[config.mk]
export PLATFORM = sky130hd
export DESIGN_NAME = ltc2324_capture_seq
export DESIGN_NICKNAME = d
export VERILOG_FILES = /design/src/rtl/ltc2324_pkg.sv /design/src/rtl/ltc2324_lane_shift.sv /design/src/rtl/ltc2324_capture_seq.sv
export SDC_FILE = /design/constraint.sdc
export NUM_CORES = 1
export LEC_CHECK = 0
export CAP_MARGIN = 20
export CELL_PAD_IN_SITES_DETAIL_PLACEMENT = 0
export CELL_PAD_IN_SITES_GLOBAL_PLACEMENT = 1
export CORE_MARGIN = 2
export CORE_UTILIZATION = 51
export DETAILED_ROUTE_END_ITERATION = 16
export PLACE_DENSITY_LB_ADDON = 0.1
export SLEW_MARGIN = 10
export SYNTH_ARGS = -nofsm -noshare
export SYNTH_HDL_FRONTEND = slang
export SYNTH_SLANG_ARGS = --single-unit
export TNS_END_PERCENT = 50
[constraint.sdc]
create_clock -name adc_clk -period 5.5 [get_ports adc_clk]
set_clock_uncertainty 0.15 [all_clocks]
set_input_delay 1.1 -clock adc_clk [delete_from_list [all_inputs] [get_ports adc_clk]]
set_output_delay 1.1 -clock adc_clk [all_outputs]
set_load 0.02 [all_outputs]
[src/rtl/ltc2324_pkg.sv]
// Shared types and sizes for the LTC2324-16 capture sequencer.
package ltc2324_pkg;

  localparam int unsigned LTC_BITS         = 16;
  localparam int unsigned LTC_LANES        = 4;
  localparam int unsigned BYTES_PER_SAMPLE = 8;
  localparam int unsigned WORD_W           = LTC_BITS * LTC_LANES;

  typedef enum logic [2:0] {
    IDLE,
    CNV_HI,
    CONV_WAIT,
    SHIFT,
    EMIT
  } state_e;

endpackage

[src/rtl/ltc2324_lane_shift.sv]
// Four MSB-first serial-to-parallel lanes with a shared shift enable and clear.
module ltc2324_lane_shift
  import ltc2324_pkg::*;
(
  input  logic                 clk,
  input  logic                 rst_n,
  input  logic                 clr_i,
  input  logic                 shift_en_i,
  input  logic [LTC_LANES-1:0] sdo_i,
  output logic [WORD_W-1:0]    word_o
);

  logic [LTC_LANES-1:0][LTC_BITS-1:0] lane_q, lane_d;

  always_comb begin
    lane_d = lane_q;
    if (clr_i) begin
      lane_d = '0;
    end else if (shift_en_i) begin
      for (int l = 0; l < int'(LTC_LANES); l++) begin
        lane_d[l] = {lane_q[l][LTC_BITS-2:0], sdo_i[l]};
      end
    end
  end

  always_ff @(posedge clk or negedge rst_n) begin
    if (!rst_n) lane_q <= '0;
    else        lane_q <= lane_d;
  end

  // Lane 0 (channel 1) lands in the most-significant halfword.
  always_comb begin
    word_o = '0;
    for (int l = 0; l < int'(LTC_LANES); l++) begin
      word_o[WORD_W-1-l*LTC_BITS -: LTC_BITS] = lane_q[l];
    end
  end

endmodule

[src/rtl/ltc2324_capture_seq.sv]
// LTC2324-16 conversion/readout sequencer feeding 8 bytes per conversion into the DMA FIFO.
module ltc2324_capture_seq
  import ltc2324_pkg::*;
#(
  parameter int unsigned CNV_HIGH_CYC  = 2,
  parameter int unsigned CONV_WAIT_CYC = 45,
  parameter int unsigned SCK_HALF_CYC  = 1
) (
  input  logic        adc_clk,
  input  logic        adc_rst_n,
  input  logic        sample_start,
  input  logic [31:0] sample_len,
  output logic        adc_CNV,
  output logic        adc_SCK,
  input  logic        adc_SDO1,
  input  logic        adc_SDO2,
  input  logic        adc_SDO3,
  input  logic        adc_SDO4,
  input  logic        fifo_full,
  output logic [7:0]  fifo_din,
  output logic        fifo_wr_en,
  output logic        st_clr,
  output logic        done
);

  localparam logic [31:0] CNV_LAST    = 32'(CNV_HIGH_CYC - 1);
  localparam logic [31:0] WAIT_LAST   = 32'(CONV_WAIT_CYC - 1);
  localparam logic [31:0] SCK_HI_LAST = 32'(SCK_HALF_CYC - 1);
  localparam logic [31:0] SCK_PER_LAST = 32'(2 * SCK_HALF_CYC - 1);
  localparam logic [3:0]  BIT_LAST    = 4'(LTC_BITS - 1);
  localparam logic [2:0]  BYTE_LAST   = 3'(BYTES_PER_SAMPLE - 1);

  state_e      state_q, state_d;
  logic [31:0] phase_q, phase_d;
  logic [3:0]  bit_q, bit_d;
  logic [2:0]  byte_q, byte_d;
  logic [31:0] samp_q, samp_d;
  logic [31:0] len_q, len_d;
  logic        cnv_q, cnv_d;
  logic        sck_q, sck_d;
  logic        st_clr_q, st_clr_d;
  logic        done_q, done_d;
  logic        shift_en, lane_clr, wr_c;

  logic [WORD_W-1:0]                      word;
  logic [BYTES_PER_SAMPLE-1:0][7:0]       word_bytes;

  ltc2324_lane_shift u_lanes (
    .clk        (adc_clk),
    .rst_n      (adc_rst_n),
    .clr_i      (lane_clr),
    .shift_en_i (shift_en),
    .sdo_i      ({adc_SDO4, adc_SDO3, adc_SDO2, adc_SDO1}),
    .word_o     (word)
  );

  always_ff @(posedge adc_clk or negedge adc_rst_n) begin
    if (!adc_rst_n) begin
      state_q  <= IDLE;
      phase_q  <= '0;
      bit_q    <= '0;
      byte_q   <= '0;
      samp_q   <= '0;
      len_q    <= '0;
      cnv_q    <= 1'b0;
      sck_q    <= 1'b0;
      st_clr_q <= 1'b0;
      done_q   <= 1'b0;
    end else begin
      state_q  <= state_d;
      phase_q  <= phase_d;
      bit_q    <= bit_d;
      byte_q   <= byte_d;
      samp_q   <= samp_d;
      len_q    <= len_d;
      cnv_q    <= cnv_d;
      sck_q    <= sck_d;
      st_clr_q <= st_clr_d;
      done_q   <= done_d;
    end
  end

  // CNV/SCK are registered from the next state so each phase is exact to the cycle.
  always_comb begin
    state_d  = state_q;
    phase_d  = phase_q;
    bit_d    = bit_q;
    byte_d   = byte_q;
    samp_d   = samp_q;
    len_d    = len_q;
    cnv_d    = 1'b0;
    sck_d    = 1'b0;
    st_clr_d = st_clr_q;
    done_d   = 1'b0;
    shift_en = 1'b0;
    lane_clr = 1'b0;
    wr_c     = 1'b0;

    case (state_q)
      IDLE: begin
        if (sample_start) begin
          if (sample_len != 32'd0) begin
            len_d    = sample_len;
            state_d  = CNV_HI;
            phase_d  = '0;
            cnv_d    = 1'b1;
            st_clr_d = 1'b1;
            lane_clr = 1'b1;
          end else begin
            done_d = 1'b1;
          end
        end
      end
      CNV_HI: begin
        if (phase_q == CNV_LAST) begin
          state_d = CONV_WAIT;
          phase_d = '0;
        end else begin
          phase_d = phase_q + 32'd1;
          cnv_d   = 1'b1;
        end
      end
      CONV_WAIT: begin
        if (phase_q == WAIT_LAST) begin
          state_d = SHIFT;
          phase_d = '0;
          bit_d   = '0;
          sck_d   = 1'b1;
        end else begin
          phase_d = phase_q + 32'd1;
        end
      end
      SHIFT: begin
        // Capture on the edge that drops SCK, i.e. the end of the high half.
        shift_en = (phase_q == SCK_HI_LAST);
        if (phase_q == SCK_PER_LAST) begin
          phase_d = '0;
          if (bit_q == BIT_LAST) begin
            state_d = EMIT;
            byte_d  = '0;
          end else begin
            bit_d = bit_q + 4'd1;
            sck_d = 1'b1;
          end
        end else begin
          phase_d = phase_q + 32'd1;
          sck_d   = (phase_q < SCK_HI_LAST);
        end
      end
      EMIT: begin
        wr_c = !fifo_full;
        if (wr_c) begin
          if (byte_q == BYTE_LAST) begin
            byte_d = '0;
            if (samp_q + 32'd1 == len_q) begin
              state_d  = IDLE;
              st_clr_d = 1'b0;
              done_d   = 1'b1;
              samp_d   = '0;
            end else begin
              samp_d   = samp_q + 32'd1;
              state_d  = CNV_HI;
              phase_d  = '0;
              cnv_d    = 1'b1;
              lane_clr = 1'b1;
            end
          end else begin
            byte_d = byte_q + 3'd1;
          end
        end
      end
      default: state_d = IDLE;
    endcase
  end

  assign word_bytes = word;
  assign adc_CNV    = cnv_q;
  assign adc_SCK    = sck_q;
  assign st_clr     = st_clr_q;
  assign done       = done_q;
  assign fifo_wr_en = wr_c;
  assign fifo_din   = (state_q == EMIT) ? word_bytes[BYTE_LAST - byte_q] : 8'h00;

endmodule
==> flow_summary.yaml, run 1 <==
worst_setup_path:
  end_kind: "flip-flop"
  r2r_cells: 12
  required_ps: 5690
  crit_family: "simple AND/OR/NAND/NOR gates"
  timing.rr.end: "phase_q[11]"
  crit_buf_inv: 2
  crit_chain: "ha_1, nand3_1, nor4_2, and4_1, mux2_1, nor4_1, and4_1, and3_1, buf_4, nor2_2, buf_4, o21ai_0"
  r2r_setup_slack_ps: 670
  worst-setup-path-type: "reg -> reg"
  r2r-start: "samp_q[0]"
  cp_slowest_cell: "nor4_2"
  startpoint_type: "flip-flop"
  cpPeakStageDelay_ps: 710
  cp.arrival_ps: 5020
  cp_max_fo: 27
layout:
  fillers: 1854
  diodes: 0
  syn2layout_area_growth_pct: 12.0
  layout.nets: 1188
  multi_input_area_um2: 5530
  layout-drive-gt1-share: 0.149
  final-seq-area_um2: 4350
timing:
  final_max_slew_viol_count: 0
  min_period_ps: 4830
  tns_ps: 0
  hold_violations: 0
  setup_violations: 0
  relSlewSlack: 0.340
  rsz0062_at_grt: "no"
  post-route-period-util: 0.878
  worst_pin_slew_ps: 990
  whs_ps: 356
  fmax_mhz: 207
grt:
  grt_pass1_vias: 8314
  grt_max_degree: 102
  antenna_found_initial: 0
  gr-usage-met1: 0.397
  grt-ovfl-total: 0
  grt.busiest_layer: "met2"
  grt_usage: 0.264
  grt_first_pass_wirelength_mm: 45.6
  grt_use_met3: 0.0406
  grtUsageMet2: 0.403
clock_tree:
  post_cts_buffers: 0
  clock-sinks: 174
  clk_pin_slew_ps: 70
  cts_root_buffer: "clkbuf_16"
  hold_buffers: 0
  cts_tree: "done"
  ctsResizeCount: 0
  clock_latency_ps: 440
  htreeDepth: 4
  clockBufferDepth: 2
  cts_made_buffers: 17
route:
  drtIter0Drc: 782
  routedWlPerCell_um: 19.4
  num_vias: 8726
  first_pass_iters: 8
  drtAntennaViolNets: 0
  drc_errors: 0
  routed_wl_mm: 27.6
  via_per_inst: 6.13
power:
  internal-power_w: 0.00210
  power_frac_seq: 0.487
  power_frac_comb: 0.058
  clkPwrFrac: 0.455
  switching_share: 0.241
  p_sw_w: 0.000667
  p_per_area_nw_per_um2: 239
  ir_worst_vdd_v: 0.000215
  p_leak_nw: 4.77
yosys:
  synth_seq_cells: 174
  ys_seq_area_frac: 0.422
  ys_top_cells_by_area: "dfrtp_1 42%, nand2_1 7.1%, a21oi_2 4.2%, o21ai_0 3.7%, mux2_2 3.6%"
  yosysTopAreaCell: "dfrtp_1"
  synth-edff-count: 0
  synth_ff_type: "dfrtp_1"
  ys_top_cells_by_count: "196 x nand2_1, 174 x dfrtp_1, 77 x o21ai_0, 60 x nor2_1, 54 x clkbuf_1"
  synthDistinctLibCells: 67
  synth_top_area_share: 0.422
  async_reset_ff_frac: 1.00
  netlist_area_um2: 10300
  syn_inst: 1133
  synth_area_per_cell_um2: 9.11
  syn_nets: 1180
  yosysWarnings: 0
  synth.most_common_cell: "nand2_1"
placement:
  hpwlAfterDp_mm: 18.9
  port_buffers: 52
  gp_congestion: 0.952
floorplanning:
  initial_core_util: 0.515
  pin_count: 53
  rows: 52
  die-area_um2: 21400
  core_area_um2: 20000
  die_y_um: 146
  die_w_um: 146
run:
  max_cap_violations: 0
min_path:
  hold_start: "phase_q[15]"
  hold_class: "reg -> reg"
  hold_path_depth: 1
  hold_path_end: "phase_q[15]"
outcome:
  run_status: "finished, final reports clean"
metal layers:
metal / wire, um / share of wire
met1: 13200 / 0.48
met2: 12600 / 0.46
met3: 1270 / 0.046
met4: 488 / 0.018
met5: 0 / 0
power groups by stage:
stage	Clock [W]	Combinational (W)	Sequential, W
3_5_place_dp	0	0.000162	0.00137
6_report	0.00126	0.000161	0.00135
2_1_floorplan	0	0.0000812	0.00136
5_1_grt	0.00132	0.000178	0.00135
4_1_cts	0.00128	0.000163	0.00135
3_3_place_gp	0	0.000160	0.00137
state kept, by name (all words and copies together) (netlist names):
register        flops
bit_q               4
samp_q             32
adc_SCK             1
len_q              32
byte_q              3
st_clr              1
done                1
adc_CNV             1
u_lanes.word_o     64
state_q             3
phase_q            32
stage by stage:
stage,total power (W),utilization,setup slack (ps),cell area [um2],std cells
after floorplan,0.00144,-,2170,10300,1133
after global placement,0.00153,0.547,740,11000,1392
after detailed placement,0.00153,0.547,758,11000,1392
after CTS,0.00279,0.577,710,11600,1424
after global routing,0.00285,0.577,193,11600,1424
final,0.00277,0.577,673,11600,1424
cells by family (layout without fill, tap and decap cells):
family / count (synthesis) / in the layout / share of synthesized area
and+or+nand+nor: 494 / 494 / 0.245
AOI/OAI and AO/OA: 259 / 259 / 0.165
DFF: 174 / 174 / 0.422
buffers and inverters: 99 / 120 / 0.0432
muxes: 62 / 62 / 0.0837
xor gates and xnor gates: 38 / 38 / 0.0323
adders and majority gates: 7 / 7 / 0.00849
cells in the final DEF, fill, tap and decap left out, types with 12 or more instances in the layout:
| cell type | instances |
|---|---|
| a21oi_1 | 40 |
| nor4_1 | 39 |
| nor2_1 | 60 |
| mux4_2 | 16 |
| nand3_1 | 33 |
| a21oi_2 | 51 |
| buf_4 | 20 |
| dfrtp_1 | 174 |
| clkdlybuf4s50_1 | 51 |
| inv_1 | 15 |
| and3_1 | 13 |
| mux2_2 | 33 |
| o21ai_0 | 77 |
| or3_1 | 14 |
| nor3_1 | 21 |
| o22ai_1 | 17 |
| nand2_1 | 196 |
| a21o_1 | 19 |
| a31oi_1 | 14 |
| xnor2_1 | 19 |
| mux2i_1 | 12 |
| xor2_1 | 19 |
| clkbuf_16 | 17 |
| and4_1 | 15 |
| nand4_1 | 32 |
worst max-delay path by stage:
stage | start | end | slack, ps | cells past startpoint
finish | samp_q[0] | phase_q[11] | 670 | 12
global route | samp_q[0] | phase_q[0] | 190 | 11
CTS | samp_q[0] | phase_q[0] | 710 | 11
detailed placement | samp_q[0] | phase_q[11] | 760 | 12
global placement | samp_q[0] | phase_q[28] | 740 | 12
floorplan | byte_q[0] | fifo_din[1] | 2170 | 5
area by class of cell:
| type | count | area share |
|---|---|---|
| multi-input cells | 860 | 0.478 |
| flip-flops and latches | 174 | 0.377 |
| repair buffers | 72 | 0.0583 |
| clock buffers | 20 | 0.0395 |
| well taps | 270 | 0.0292 |
| clock inverters | 12 | 0.0127 |
| inverters | 16 | 0.00519 |
Power figures use the tool's default switching activity.
==> run 2: changes to the inputs <==
--- a/config.mk
+++ b/config.mk
@@ -5,11 +5,12 @@
 export SDC_FILE = /design/constraint.sdc
 export NUM_CORES = 1
 export LEC_CHECK = 0
+export ABC_AREA = 1
 export CAP_MARGIN = 20
 export CELL_PAD_IN_SITES_DETAIL_PLACEMENT = 0
 export CELL_PAD_IN_SITES_GLOBAL_PLACEMENT = 1
 export CORE_MARGIN = 2
-export CORE_UTILIZATION = 51
+export CORE_UTILIZATION = 48
 export DETAILED_ROUTE_END_ITERATION = 16
 export PLACE_DENSITY_LB_ADDON = 0.1
 export SLEW_MARGIN = 10
==> run 2 against run 1 <==
Clock power is essentially flat; first-iteration DRC count shrank 32%; die area grew 6.7%; largest power group unchanged; sequential share of layout area shrank 0.49 points; synthesized cell count grew 26%; synthesized area grew 0.62%.
==> flow_summary.yaml, run 2 <==
yosys:
  syn_inst: 1432
  ys_seq_area_frac: 0.419
  ys_top_cells_by_count: "361 x nand2_1, 193 x nor2_1, 174 x dfrtp_1, 135 x inv_1, 102 x nand3_1"
  synth-compound-area-share: 0.0964
  async_reset_ff_frac: 1.00
  synth_fa_ha_area_frac: 0.00844
  synth-edff-count: 0
  synth.most_common_cell: "nand2_1"
  netlist_area_um2: 10400
  synth.mux.area_fraction: 0.0450
  yosysTopAreaCell: "dfrtp_1"
  syn_nets: 1479
  synth_seq_cells: 174
  synth_top_area_share: 0.419
  synthDistinctLibCells: 38
  yosysWarnings: 0
  yosys.area_share.simple: 0.339
  synth_top_family_by_area: "simple AND/OR/NAND/NOR gates"
  synth_area_per_cell_um2: 7.25
  synth_ff_type: "dfrtp_1"
  ys_top_cells_by_area: "dfrtp_1 42%, nand2_1 13%, nor2_1 7.0%, nand3_1 4.9%, inv_1 4.9%"
  synth_xor_area_frac: 0.0149
floorplanning:
  pin_count: 53
  rows: 53
  die-area_um2: 22800
  core_area_um2: 21200
  die_y_um: 151
  initial_core_util: 0.491
  die_w_um: 151
min_path:
  hold_path_depth: 1
  hold_class: "reg -> reg"
  hold_start: "bit_q[3]"
  hold_path_end: "bit_q[3]"
layout:
  largest_reg_flops: 64
  final-seq-area_um2: 4350
  multi_input_area_um2: 5240
  layout_common_cells: "361 x nand2_1, 192 x nor2_1, 174 x dfrtp_1, 135 x inv_1, 102 x nand3_1"
  layout-drive-gt1-share: 0.0904
  fin_util: 0.554
  fillers: 2032
  layout.nets: 1505
  final_common_cell: "nand2_1"
  syn2layout_area_growth_pct: 12.8
  diodes: 0
power:
  p_sw_w: 0.000656
  p_per_area_nw_per_um2: 221
  p_leak_nw: 5.69
  internal-power_w: 0.00193
  switching_share: 0.254
  clkPwrFrac: 0.478
  ir_worst_vdd_v: 0.000166
  power_frac_seq: 0.496
  power_frac_comb: 0.027
clock_tree:
  post_cts_buffers: 0
  clockBufferDepth: 2
  htreeDepth: 4
  clk_pin_slew_ps: 80
  clock-sinks: 174
  cts_made_buffers: 17
  cts_root_buffer: "clkbuf_16"
  clock_latency_ps: 440
  ctsResizeCount: 0
  hold_buffers: 0
  cts_tree: "done"
grt:
  grt_first_pass_wirelength_mm: 44.0
  grt-ovfl-total: 0
  grtUsageMet2: 0.405
  gr-usage-met1: 0.342
  grt_use_met3: 0.0373
  grt_max_degree: 80
  grt_pass1_vias: 8704
  antenna_found_initial: 0
  grt.busiest_layer: "met2"
  grt_usage: 0.246
route:
  routedWlPerCell_um: 15.1
  drc_errors: 0
  drtIter0Drc: 532
  drtAntennaViolNets: 0
  routed_wl_mm: 26.3
  num_vias: 9126
  first_pass_iters: 5
  via_per_inst: 5.23
timing:
  fmax_mhz: 213
  final_max_slew_viol_count: 0
  relSlewSlack: 0.295
  worst_pin_slew_ps: 1050
  tns_ps: 0
  post-route-period-util: 0.852
  hold_violations: 0
  setup_violations: 0
  rsz0062_at_grt: "no"
  min_period_ps: 4690
placement:
  gp_congestion: 0.846
  hpwlAfterDp_mm: 19.0
  port_buffers: 52
worst_setup_path:
  cp.arrival_ps: 3440
  r2r_cells: 11
  timing.rr.end: "u_lanes.word_o[6]"
  startpoint_type: "flip-flop"
  r2r-start: "byte_q[0]"
  r2r_setup_slack_ps: 1760
  worst-setup-path-type: "reg -> out"
  cp_max_fo: 35
  required_ps: 4250
  end_kind: "primary output"
outcome:
  run_status: "finished, final reports clean"
run:
  max_cap_violations: 0
==> run 2: changes by cell type in the layout (fill, tap and decap cells not counted), sizes merged, moves of 16 or more <==
| cell | before | now |
|---|---|---|
| and4 | 16 | 0 |
| mux2 | 34 | 13 |
| nor2 | 61 | 244 |
| o22ai | 17 | 1 |
| nand3 | 33 | 104 |
| a21o | 19 | 0 |
| nand2 | 196 | 366 |
| mux2i | 12 | 32 |
| nor4 | 40 | 17 |
| inv | 22 | 145 |
| mux4 | 16 | 0 |
==> run 2: final cells by class <==
| cell class | count | share of cell area |
|---|---|---|
| clock buffers | 17 | 0.0363 |
| clock inverters | 15 | 0.0163 |
| inverters | 142 | 0.0455 |
| multi-input cells | 1060 | 0.447 |
| flip-flops and latches | 174 | 0.372 |
| well taps | 275 | 0.0294 |
| repair buffers | 63 | 0.0537 |
==> run 2: worst max-delay path by stage <==
stage | from | endpoint | cells after the start
after floorplan | byte_q[1] | fifo_din[6] | 8
after global placement | byte_q[0] | fifo_din[7] | 7
final | byte_q[0] | fifo_din[7] | 7
after detailed placement | byte_q[0] | fifo_din[7] | 7
after CTS | byte_q[0] | fifo_din[7] | 7
after global routing | byte_q[0] | fifo_din[0] | 7
==> run 2: layer usage <==
layer | part of all wire | up-vias
met1 | 0.48 | 4265
met4 | 0.013 | 0
met3 | 0.032 | 20
met2 | 0.47 | 134
li1 | - | 4707
met5 | 0 | -
==> run 2: worst max-delay path: stages, from the launching register on <==
cell and delay [ps]:
dfrtp_1 940, inv_1 630, a21oi_1 280, o21ai_0 110, nand3_1 100, nand2_1 50
a31oi_1 230, clkdlybuf4s50_1 640
==> run 2: power by group through the flow <==
stage | clock network, W | registers, W | logic, W
after detailed placement | 0 | 0.00131 | 0.0000712
after global placement | 0 | 0.00131 | 0.0000713
after floorplan | 0 | 0.00131 | 0.00000751
after global routing | 0.00132 | 0.00128 | 0.0000781
final | 0.00124 | 0.00128 | 0.0000687
after CTS | 0.00127 | 0.00128 | 0.0000714
==> run 2: cell families (layout without fill, tap and decap cells) <==
kind of cell / count (synthesis) / after routing
XOR/XNOR: 16 / 16
AO/OA/AOI/OAI: 194 / 194
multiplexers: 45 / 45
AND/OR/NAND/NOR: 798 / 798
adder cells (fa/ha/maj): 7 / 7
buffers and inverters: 198 / 237
flip-flops: 174 / 174
==> run 2: through the flow <==
step / hold slack, ps / instance area [um2] / worst slack (ps) / std cells / total power [W]
finish: 319 / 11700 / 812 / 1746 / 0.00259
detailed placement: 309 / 11100 / 1290 / 1714 / 0.00138
floorplan: 283 / 10400 / 2540 / 1432 / 0.00132
CTS: 319 / 11700 / 807 / 1746 / 0.00263
global route: 348 / 11700 / 459 / 1746 / 0.00268
global placement: 307 / 11100 / 1300 / 1714 / 0.00138
==> run 3: changes to the inputs <==
--- a/config.mk
+++ b/config.mk
@@ -5,12 +5,12 @@
 export SDC_FILE = /design/constraint.sdc
 export NUM_CORES = 1
 export LEC_CHECK = 0
-export ABC_AREA = 1
+export ABC_AREA = 0
 export CAP_MARGIN = 20
 export CELL_PAD_IN_SITES_DETAIL_PLACEMENT = 0
 export CELL_PAD_IN_SITES_GLOBAL_PLACEMENT = 1
 export CORE_MARGIN = 2
-export CORE_UTILIZATION = 48
+export CORE_UTILIZATION = 51
 export DETAILED_ROUTE_END_ITERATION = 16
 export PLACE_DENSITY_LB_ADDON = 0.1
 export SLEW_MARGIN = 10
==> results of run 3 <==
Same layout as run 1: the final DEF is identical, and so are final timing and power.
